`src/rtl/controlador_serie_mealy.sv`:
```
// Bit-serial sequencer around an external next-state block: shifts a word MSB-first
// on I_out, holds the 1-bit state register y, and gathers every Y_in into resultado.
module controlador_serie_mealy #(
  parameter int WIDTH = 8
) (
  input  logic             clk,
  input  logic             rst_n,
  input  logic             start,
  input  logic [WIDTH-1:0] dato,
  input  logic             modo,
  output logic             I_out,
  output logic             S_out,
  output logic             y_out,
  input  logic             Y_in,
  output logic             busy,
  output logic             done,
  output logic [WIDTH-1:0] resultado
);

  localparam int CW = (WIDTH > 1) ? $clog2(WIDTH) : 1;
  localparam logic [CW-1:0] CNT_LAST = CW'(WIDTH - 1);

  typedef enum logic [1:0] {
    IDLE  = 2'd0,
    SHIFT = 2'd1,
    DONE  = 2'd2
  } state_t;

  state_t           state_q, state_d;
  logic [WIDTH-1:0] shreg_q, shreg_d;
  logic [WIDTH-1:0] res_q, res_d;
  logic [CW-1:0]    cnt_q, cnt_d;
  logic             modo_q, modo_d;
  logic             y_q, y_d;

  always_ff @(posedge clk or negedge rst_n) begin
    if (!rst_n) begin
      state_q <= IDLE;
      shreg_q <= '0;
      res_q   <= '0;
      cnt_q   <= '0;
      modo_q  <= 1'b0;
      y_q     <= 1'b0;
    end else begin
      state_q <= state_d;
      shreg_q <= shreg_d;
      res_q   <= res_d;
      cnt_q   <= cnt_d;
      modo_q  <= modo_d;
      y_q     <= y_d;
    end
  end

  always_comb begin
    state_d = state_q;
    shreg_d = shreg_q;
    res_d   = res_q;
    cnt_d   = cnt_q;
    modo_d  = modo_q;
    y_d     = y_q;
    I_out   = 1'b0;
    S_out   = 1'b0;
    busy    = 1'b0;
    done    = 1'b0;

    case (state_q)
      IDLE: begin
        if (start) begin
          shreg_d = dato;
          modo_d  = modo;
          y_d     = 1'b0;
          cnt_d   = '0;
          res_d   = '0;
          state_d = SHIFT;
        end
      end

      SHIFT: begin
        I_out   = shreg_q[WIDTH-1];
        S_out   = modo_q;
        busy    = 1'b1;
        y_d     = Y_in;
        res_d   = {res_q[WIDTH-2:0], Y_in};
        shreg_d = shreg_q << 1;
        // Counter parks on its last value instead of wrapping.
        if (cnt_q == CNT_LAST) begin
          state_d = DONE;
        end else begin
          cnt_d = cnt_q + CW'(1);
        end
      end

      DONE: begin
        done    = 1'b1;
        state_d = IDLE;
      end

      default: begin
        state_d = IDLE;
      end
    endcase
  end

  assign y_out     = y_q;
  assign resultado = res_q;

endmodule
```
`config.mk`:
```
export PLATFORM = sky130hd
export DESIGN_NAME = controlador_serie_mealy
export DESIGN_NICKNAME = d
export VERILOG_FILES = /design/src/rtl/controlador_serie_mealy.sv
export SDC_FILE = /design/constraint.sdc
export NUM_CORES = 1
export LEC_CHECK = 0
export CAP_MARGIN = 20
export CORE_ASPECT_RATIO = 1.4
export CORE_UTILIZATION = 50
export DETAILED_ROUTE_END_ITERATION = 10
export PLACE_DENSITY = 0.87
export RECOVER_POWER = 50
export SYNTH_ARGS = -nofsm -noshare
export SYNTH_HDL_FRONTEND = slang
export SYNTH_SLANG_ARGS = --single-unit
```
`constraint.sdc`:
```
create_clock -name clk -period 2.87 [get_ports clk]
set_input_delay 0.574 -clock clk [delete_from_list [all_inputs] [get_ports clk]]
set_output_delay 0.574 -clock clk [all_outputs]
set_load 0.005 [all_outputs]
```
After elaboration in Yosys (flattened, before gate mapping)
Cells that the tools add are included.
{ "word_totals": {"mem_count": 0, "reg_bits": 23, "word_cells": 35, "mem_bits_rw": 0, "romBits": 0, "output_inout_bits": 13, "latch_bits": 0, "input_bits": 13} }
{ "op_classes": {"n_div": 0, "eq_ne": 6, "n_addsub": 1, "bitwise": 0, "shift": 0, "muxes": 16, "mul": 0, "n_lt_le_gt_ge": 0, "n_reduce_logical": 6} }
{ "op_table": {"columns": ["operator", "count"], "rows": [
  ["$pmux 8 s2", 2],
  ["$mux 8", 2],
  ["$mux 3", 2],
  ["$ne 2x2->1 const B", 3],
  ["$pmux 3 s2", 1],
  ["$reduce_and 2->1", 3],
  ["$mux 1", 5],
  ["$mux 2", 2],
  ["$pmux 2 s2", 1],
  ["$add 3x1->3 const B", 1],
  ["$eq 3x3->1 const B", 1],
  ["$reduce_and 3->1", 1],
  ["$eq 2x1->1 const B", 1],
  ["$eq 2x2->1 const B", 1],
  ["$logic_not 2->1", 1],
  ["$pmux 1 s2", 1],
  ["$reduce_bool 2->1", 1]
]} }

Longest topological paths before layout
{ "depth": {"depth_word": 3, "mapped_depth": 5, "mapped_depth_nobuf": 5} }

Worst setup path before layout
No wires, ideal clock.
{ "synth_path": {"path_type": "register to output", "startpoint": "register state_q[1]", "endpoint": "output port I_out", "stages_incl_launch_ff": 4, "slack_ps": 1478, "path_buffers": 1, "required_ps": 2296, "t_arrival_ps": 818, "path_cell_list": "dfrtp_1 > inv_1 > buf_2 > and3_1"} }
{ "synth_via": {"elab_chain_len": 2} }
{ "synth_lines": {"columns": ["element", "line_no", "text"], "rows": [
  ["start, declared", "29", "state_t state_q, state_d;"],
  ["start signal, assigned", "45", "state_q <= state_d;"],
  ["$eq 2x1->1", "66", "case (state_q)"],
  ["$mux 1", "66", null],
  ["end, declared", "11", "output logic I_out,"]
]} }
No other way between the ends.

Worst setup path after layout
{ "layout_path": {"startpoint": "register state_q[0]", "endpoint": "output port busy"} }
{ "layout_via": {"elab_chain_len": 2} }
{ "layout_lines": {"columns": ["element", "line_no", "text"], "rows": [
  ["$eq 2x1->1", "66", null],
  ["$mux 1", "66", null],
  ["end, declared", "15", "output logic busy,"]
]} }
No other way between the ends.

==> flow_metrics.py <==
metrics = {
    "worst_setup_path": {
        "r2r-start": "state_q[1]",
        "slowest_stage": "dfrtp_1",
        "worstRegToRegCells": 4,
        "critPathKind": "reg -> out",
        "cp-end-kind": "output port",
        "path_delay_family": "buffers and inverters",
        "r2r_slack_ns": 1.38,
        "worst-path-stages": 3,
        "required_ns": 2.30,
        "crit_chain": "nand2b_1, inv_2, clkdlybuf4s50_1",
        "r2r_end": "resultado[0]",
        "path_buf_inv": 2,
        "start_kind": "flop",
        "cp.arrival_ns": 1.83,
        "cp-endpoint": "busy",
        "cp_max_fo": 11,
        "critPathLaunch": "state_q[0]",
        "crit_path_max_incr_delay_ns": 0.54,
    },
    "sta": {
        "fin_skew_ns": 0.00207,
        "final_hold_viol_count": 0,
        "finalSetupViolCount": 0,
        "tns_ns": 0,
        "rsz0062_at_grt": "false",
        "finalMaxSlewViolations": 0,
        "period_share": 0.839,
        "timing.fmax_mhz": 415,
        "slew_headroom": 0.236,
        "period_needed_ns": 2.41,
        "tightest_slew_ns": 1.15,
        "setup_slack_ns": 0.463,
    },
    "clock_network": {
        "postCtsHoldBufs": 0,
        "cts_made_buffers": 3,
        "cts_setup_buffers": 0,
        "clkLatencyLatePin_ns": 0.30,
        "cts_root_buffer": "clkbuf_4",
        "cts_resized": 0,
        "clockBufferDepth": 2,
        "path_clk_slew_ns": 0.11,
        "cts_sinks": 22,
        "htree_num_levels": 1,
        "tritoncts": "done",
    },
    "grt": {
        "antenna_found_initial": 0,
        "grt_max_degree": 23,
        "gr-total-overflow": 0,
        "grt_pass1_vias": 677,
        "grt_use_total": 0.201,
        "grt_pass1_wl_um": 2880,
    },
    "synth": {
        "syn_area_um2": 986,
        "syn_nets": 103,
        "postSynth.asyncResetShare": 1.00,
        "synth_seq_cells": 22,
        "synth_top_area_frac": 0.558,
        "netlist_top_cells_count": "dfrtp_1 (22), o22ai_1 (14), a21oi_1 (9)",
        "synth-edff-count": 0,
        "postSynthCellCount": 88,
        "synth_top_area_cell": "dfrtp_1",
        "ys_seq_area_frac": 0.558,
        "yosys.cell_count.top_type": "dfrtp_1",
        "yosys-top-cells-area": "dfrtp_1 (56%), o22ai_1 (8.9%), a22o_1 (7.1%)",
        "yosysWarnings": 0,
        "synth_cell_type_count": 23,
        "synth_ff_type": "dfrtp_1",
        "synth.avg_cell_area_um2": 11.2,
    },
    "cells_and_area": {
        "fin_nets": 127,
        "fillCellCount": 150,
        "drive_gt1_frac": 0.0545,
        "area_growth_pct": 25.4,
        "num_antenna_cells": 0,
    },
    "placement": {
        "dp_hpwl_um": 1420,
        "gp_congestion": 0.755,
        "numPortBuffers": 25,
        "preCtsSetupSlack_ns": 0.735,
    },
    "floorplan": {
        "fp-row-count": 18,
        "fp.dieH_um": 54.5,
        "start_util": 0.547,
        "coreArea_mm2": 0.00180,
        "io_pins": 26,
        "die_area_mm2": 0.00216,
        "die_x_um": 39.5,
    },
    "routing": {
        "wl_per_cell_um": 15.3,
        "highest_layer": "met4",
        "wl_um": 2000,
        "dr_wl_met3_um": 104,
        "antenna_left": 0,
        "route.detailed.drc": 0,
        "m1WireLength_um": 824,
        "vias": 789,
        "drtIter0Drc": 12,
        "drt-vias-per-instance": 6.07,
        "wl_met2_um": 1020,
        "firstDrtPassIters": 4,
    },
    "power": {
        "irDropWorstVdd_mv": 0.613,
        "power_leakage_uw": 0.000533,
        "p_per_area_mw_per_mm2": 1010,
    },
    "status": {
        "status": "finished clean",
    },
    "min_path": {
        "hp-class": "reg -> reg",
    },
    "job": {
        "max_cap_viol_count": 0,
    },
}
[state kept, by name, indices dropped and copies added, names as in the netlist]
name       flops
state_q        2
cnt_q          3
modo_q         1
resultado      8
shreg_q        8
[cell families (layout without fill, tap and decap cells)]
kind of cell    count (synthesis)  in the layout  share of synthesized area
compound gates                 39             39                      0.265
fa+ha+maj                       2              2                     0.0254
buf+inv                        12             34                     0.0711
flops                          22             22                      0.558
mux                             1              1                     0.0152
simple gates                   12             12                     0.0647
[worst min path at each step]
stage                       startpoint           end  depth (start not counted)
after floorplan                  rst_n      cnt_q[0]                          0
after global placement    resultado[7]  resultado[7]                          1
after detailed placement  resultado[7]  resultado[7]                          1
after CTS                 resultado[7]  resultado[7]                          1
after global routing      resultado[7]  resultado[7]                          1
final                     resultado[7]  resultado[7]                          1
[cell type report]
cell class | instances | area [µm²] | share of cell area
inverter | 4 | 15.0 | 0.0121
multi-input combinational | 54 | 365 | 0.296
timing repair buffer | 27 | 258 | 0.209
sequential | 22 | 551 | 0.445
clock buffer | 3 | 22.5 | 0.0182
tap | 20 | 25.0 | 0.0202
[layout by cell type (no fill, tap or decap)]
cell,netlist,final
a22o_1,8,8
o31ai_1,1,1
clkbuf_1,1,2
dfrtp_1,22,22
inv_1,3,3
nor3_1,1,1
o22ai_1,14,14
nand2_1,1,1
inv_2,1,1
nor2_2,1,1
clkdlybuf4s50_1,0,23
o2bb2ai_1,3,3
a22oi_1,2,2
nor2_1,3,3
clkbuf_4,0,3
nand2b_1,3,3
ha_1,2,2
o21ai_0,1,2
and3_1,3,3
dlygate4sd3_1,0,2
a21oi_1,9,9
mux2_4,1,1
[routing by layer]
layer	up-vias	track usage
met5	-	0
met4	0	0.121
met3	4	0.0366
met2	28	0.317
met1	384	0.250
li1	373	-
[per-stage QoR]
step | util | hold slack (ns) | cell area (µm²) | instances | power, µW
after floorplan | - | 0.278 | 986 | 88 | 894
after global placement | 0.678 | 0.486 | 1220 | 127 | 1090
after detailed placement | 0.678 | 0.487 | 1220 | 127 | 1120
after CTS | 0.690 | 0.521 | 1240 | 130 | 1260
after global routing | 0.686 | 0.549 | 1240 | 130 | 1330
final | 0.686 | 0.516 | 1240 | 130 | 1250
[power by group]
| part | internal, µW | switching (µW) | leakage (µW) | total (µW) |
|---|---|---|---|---|
| combinational | 314 | 229 | 0.000248 | 543 |
| clock | 48.9 | 84.2 | 0.0000138 | 133 |
| sequential | 447 | 123 | 0.000271 | 570 |
No activity file was read; power rests on OpenSTA's default activity.
==> edit 1: new RTL, config.mk and constraints unchanged <==
Set the parameter `WIDTH` to 16 (it was 8).
--- a/src/rtl/controlador_serie_mealy.sv
+++ b/src/rtl/controlador_serie_mealy.sv
@@ -1,7 +1,7 @@
 // Bit-serial sequencer around an external next-state block: shifts a word MSB-first
 // on I_out, holds the 1-bit state register y, and gathers every Y_in into resultado.
 module controlador_serie_mealy #(
-  parameter int WIDTH = 8
+  parameter int WIDTH = 16
 ) (
   input  logic             clk,
   input  logic             rst_n,
Ports: changed (resized dato and resultado); port bits go from 26 to 42. No check against the original RTL was run, so the function may have changed too.
==> edit 1 against the original RTL <==
- the flow now finishes with violations (capacitance limit, slew limit)
- die area is 63% higher
- sequential cell count grew 17
- routed wire length grew 73%
- final area grew 77%
- synthesized area rose by 66%
- register-to-register slack got worse by 0.75 ns
- total power up 95%
- worst setup slack worse by 0.093 ns
- first-iteration DRC count rose to 2.8 times the old value
- largest cell class unchanged
==> edit 1: results (changes against the original RTL) <==
Place
  – IO buf count: 41 (was 25)
  – Placer congestion estimate: 0.812 (was 0.755)

Clock network
  – Total CTS buffers: 5 (was 3)
  – Clock-pin slew on the worst setup and hold paths: 0.07 ns (was 0.11 ns)
  – CTS root buf: clkbuf_8 (was clkbuf_4)

Outcome
  – Failing checks: capacitance limit, slew limit
  – Status: finished with violations (was finished clean)

Critical path
  – Crit path DAT: 2.71 ns (was 1.83 ns)
  – Critical R2R Launch: state_q[0] (was state_q[1])
  – Worst-path fanout max: 19 (was 11)
  – Reg2reg path depth: 5 (was 4)

Job
  – Max Cap Violations: 1 (was 0)

Power
  – LEAKAGE: 0.956 nW (was 0.533 nW)

Layout
  – Share of post-route cells with drive strength above 1: 7.65% (was 5.45%)
  – Filler Cell Count: 227 (was 150)

Hold path
  – Hold path depth: 2 (was 1)
  – Hold path startpoint: shreg_q[15] (was resultado[7])

Yosys
  – Synth cell types: 26 (was 23)
  – Post-synthesis sequential area ratio: 59.7% (was 55.8%)
  – Synth Net Count: 162 (was 103)

Routing
  – Vias: 1305 (was 789)
  – Detailed Route WL: 3450 um (was 2000 um)

STA
  – Final Max Tran Viols: 40 (was 0)
  – Worst Max-Slew Pin Slew: 2.01 ns (was 1.15 ns)

Global route
  – Grt met3 use: 7.02% (was 3.66%)
  – Largest net degree at the start of global routing: 40 (was 23)
  – First-pass GRT wire length: 5960 um (was 2880 um)
## edit 1: cell types whose count changed after synthesis, sizes merged, moves of 5 or more
cell	before	now
a22o	8	17
dfrtp	22	39
o22ai	14	0
a21oi	9	4
a22oi	2	11
o21ai	2	16
and3b	0	5
nand2	1	16
## edit 1: area by class of cell
class                           count  area share, %
Sequential cell                    39           44.6
Multi-Input combinational cell     87           26.3
Timing Repair Buffer               46           20.2
Clock buffer                        5           3.14
Clock inverter                      3           3.09
Tap cell                           39           2.23
Inverter                            3          0.514
## edit 1: cells by family (layout without fill, tap and decap cells)
logic type      after synthesis  in the layout  share of synthesized area (%)
fa+ha+maj                     1              1                          0.765
flops                        39             39                           59.7
compound gates               53             53                           23.9
simple gates                 31             31                           10.0
xor+xnor                      1              1                          0.536
buf+inv                      14             57                           4.44
mux                           1              1                          0.689
## edit 1: worst max-delay path by stage
stage | from | to | slack [ns] | cells past startpoint
floorplan | state_q[1] | I_out | 1.23 | 4
global placement | state_q[1] | I_out | 0.80 | 3
detailed placement | state_q[1] | S_out | 0.77 | 3
CTS | state_q[1] | S_out | 0.45 | 3
global route | start | shreg_q[4] | 0.19 | 5
finish | start | shreg_q[4] | 0.37 | 5
## edit 1: power by group through the flow
stage / sequential, mW / clock [mW] / combinational, mW
4_1_cts: 0.931 / 0.548 / 0.973
5_1_grt: 0.960 / 0.573 / 1.05
3_5_place_dp: 0.941 / 0 / 0.965
6_report: 0.932 / 0.540 / 0.957
2_1_floorplan: 0.920 / 0 / 0.554
3_3_place_gp: 0.929 / 0 / 0.917
## edit 1: stage by stage
| stage | power (mW) | instance area (um^2) |
|---|---|---|
| floorplan | 1.47 | 1640 |
| global placement | 1.85 | 2070 |
| detailed placement | 1.91 | 2070 |
| CTS | 2.45 | 2200 |
| global route | 2.59 | 2190 |
| finish | 2.43 | 2190 |
## edit 1: routing by layer
metal	routed length, um	part of all wire, %	up-vias
met1	1380	40	655
met5	0	0	-
met4	63	1.8	0
met2	1830	53	48
li1	-	-	595
met3	180	5.2	7
## edit 1: critical path, cell delays in order
cell and delay (ns):
dlygate4sd3_1 0.60, o21bai_1 1.02, buf_4 0.36, nand2_1 0.07, o21ai_0 0.09
==> edit 2: new RTL, same settings <==
Made on the original files. Take the reset off `shreg_q` and load it in a clocked block of its own.
--- a/src/rtl/controlador_serie_mealy.sv
+++ b/src/rtl/controlador_serie_mealy.sv
@@ -36,19 +36,21 @@
   always_ff @(posedge clk or negedge rst_n) begin
     if (!rst_n) begin
       state_q <= IDLE;
-      shreg_q <= '0;
       res_q   <= '0;
       cnt_q   <= '0;
       modo_q  <= 1'b0;
       y_q     <= 1'b0;
     end else begin
       state_q <= state_d;
-      shreg_q <= shreg_d;
       res_q   <= res_d;
       cnt_q   <= cnt_d;
       modo_q  <= modo_d;
       y_q     <= y_d;
     end
+  end
+
+  always_ff @(posedge clk) begin
+    shreg_q <= shreg_d;
   end
 
   always_comb begin
Check against the original RTL: same outputs for any inputs over 10 cycles, from zero or initial values and one cycle with rst_n low; that may be too few to reach the edited logic, so the function may still have changed.
==> edit 2 against the original RTL <==
- fmax shrank 1.8%
- synthesized area increased by 2.3%
- global-route usage decreased by 2.4 points
- sequential power up 4.0%
- via count shrank 19%
- synthesized cell count down 25%
- sequential cell count unchanged
- die area up 2.2%
- routed wire length fell by 15%
- total power up 4.5%
- core utilization grew 0.87 points
- final area is 2.5% higher
- worst setup slack got worse by 0.045 ns
==> edit 2: results (changes against the original RTL) <==
Outcome
  – Status: finished clean (unchanged)

Place
  – Post-DP HPWL: 1220 um (was 1420 um)
  – Placer congestion estimate: 0.699 (was 0.755)
  – Placed Instance Area: 1260 um^2 (was 1220 um^2)
  – IO buf count: 25 (unchanged)
  – Placed insts: 108 (was 127)
  – Place WS: 0.726 ns (was 0.735 ns)

Yosys
  – Post-synthesis mux area share: 11.5% (was 1.52%)
  – Post-synthesis instance total: 66 (was 88)
  – Adder-cell share of the synthesized area: 2.48% (was 2.54%)
  – EDFF count, synth: 8 (was 0)
  – Post-synth top cells: 14 x dfrtp_1, 8 x a22o_1, 8 x edfxtp_1 (was 22 x dfrtp_1, 14 x o22ai_1, 9 x a21oi_1)
  – YS warnings: 0 (unchanged)
  – Fraction of registers with async set or reset after synthesis: 63.6% (was 100%)
  – Compound-Gate Fraction of Synth Area: 11.9% (was 26.5%)
  – Post-synthesis sequential area ratio: 58.6% (was 55.8%)
  – Synth area leaders: dfrtp_1 35%, edfxtp_1 24%, mux2_4 10%, a22o_1 6.9%, a211o_1 2.6% (was dfrtp_1 56%, o22ai_1 8.9%, a22o_1 7.1%, a21oi_1 4.6%, buf_4 3.0%)
  – Synth Net Count: 81 (was 103)
  – Synth cell types: 21 (was 23)

Critical path
  – Max stage delay cell, worst path: dfrtp_1 (unchanged)
  – Worst-path fanout max: 12 (was 11)
  – Crit path DAT: 1.88 ns (was 1.83 ns)
  – Worst path max stage delay: 0.52 ns (was 0.54 ns)

Global route
  – Largest net degree at the start of global routing: 15 (was 23)
  – Vias in the first global route: 579 (was 677)
  – First-pass GRT wire length: 2580 um (was 2880 um)
  – Gr usage total: 17.7% (was 20.1%)

Routing
  – Drt pass-1 iters: 4 (unchanged)
  – Iter 0 DRT Violations: 4 (was 12)
  – Vias: 643 (was 789)
  – Detailed Route WL: 1690 um (was 2000 um)
  – Via density: 5.74 (was 6.07)

STA
  – Clock skew: 0.00198 ns (was 0.00207 ns)
  – Worst Max-Slew Pin Slew: 0.906 ns (was 1.15 ns)
  – Fmax: 408 MHz (was 415 MHz)

Layout
  – ANT cells: 0 (unchanged)
  – Share of post-route cells with drive strength above 1: 15.2% (was 5.45%)

Clock network
  – Clock buffer depth: 2 (unchanged)
  – Post-cts resize count: 0 (unchanged)
  – Post-CTS Hold Fix Bufs: 0 (unchanged)

Power
  – LEAKAGE: 0.567 nW (was 0.533 nW)
  – Max rail drop VDD: 663 uV (was 613 uV)
  – Net Sw Power: 382 uW (was 436 uW)
edit 2: cell count changes after synthesis, moves of 3 or more:
cell,delta
o2bb2ai_1,-3
buf_4,-3
mux2_4,+6
nor2_1,-3
and2_1,+3
o22ai_1,-14
edfxtp_1,+8
a21oi_1,-8
dfrtp_1,-8
a211o_1,+3
edit 2: power by group through the flow:
stage	Combinational, mW	Clock, mW	Sequential [mW]
final	0.573	0.137	0.593
after global placement	0.570	0	0.591
after floorplan	0.387	0	0.574
after CTS	0.593	0.143	0.596
after global routing	0.626	0.155	0.611
after detailed placement	0.588	0	0.602
edit 2: worst paths after layout:
path	start	end	slack, ns	cells past startpoint
setup / recovery	state_q[0]	S_out	0.42	4
hold / removal	modo_q	modo_q	0.53	1
setup reg to reg	state_q[0]	shreg_q[7]	0.92	2
hold reg to reg	modo_q	modo_q	0.53	1
max in group asynchronous	rst_n	modo_q	1.77	1
min in group asynchronous	rst_n	resultado[3]	0.71	1
edit 2: metal layers:
layer	global-route usage [%]	part of all wire, %
met3	4.00	5.8
met2	25.8	49
met4	8.62	0.77
met5	0	0
met1	24.4	44
edit 2: cells by family (layout without fill, tap and decap cells):
| logic type | Yosys count | after routing |
|---|---|---|
| AND/OR/NAND/NOR | 15 | 15 |
| multiplexers | 8 | 8 |
| adder cells (fa/ha/maj) | 2 | 2 |
| flip-flops | 22 | 22 |
| buffers and inverters | 6 | 32 |
| AO/OA/AOI/OAI | 13 | 13 |
edit 2: area by class of cell:
cell class	count	area (um^2)
Clock buffer	3	22.5
Multi-Input combinational cell	38	360
Timing Repair Buffer	27	262
Tap cell	20	25.0
Sequential cell	22	591
Clock inverter	1	3.75
Fill cell	130	557
Inverter	1	3.75
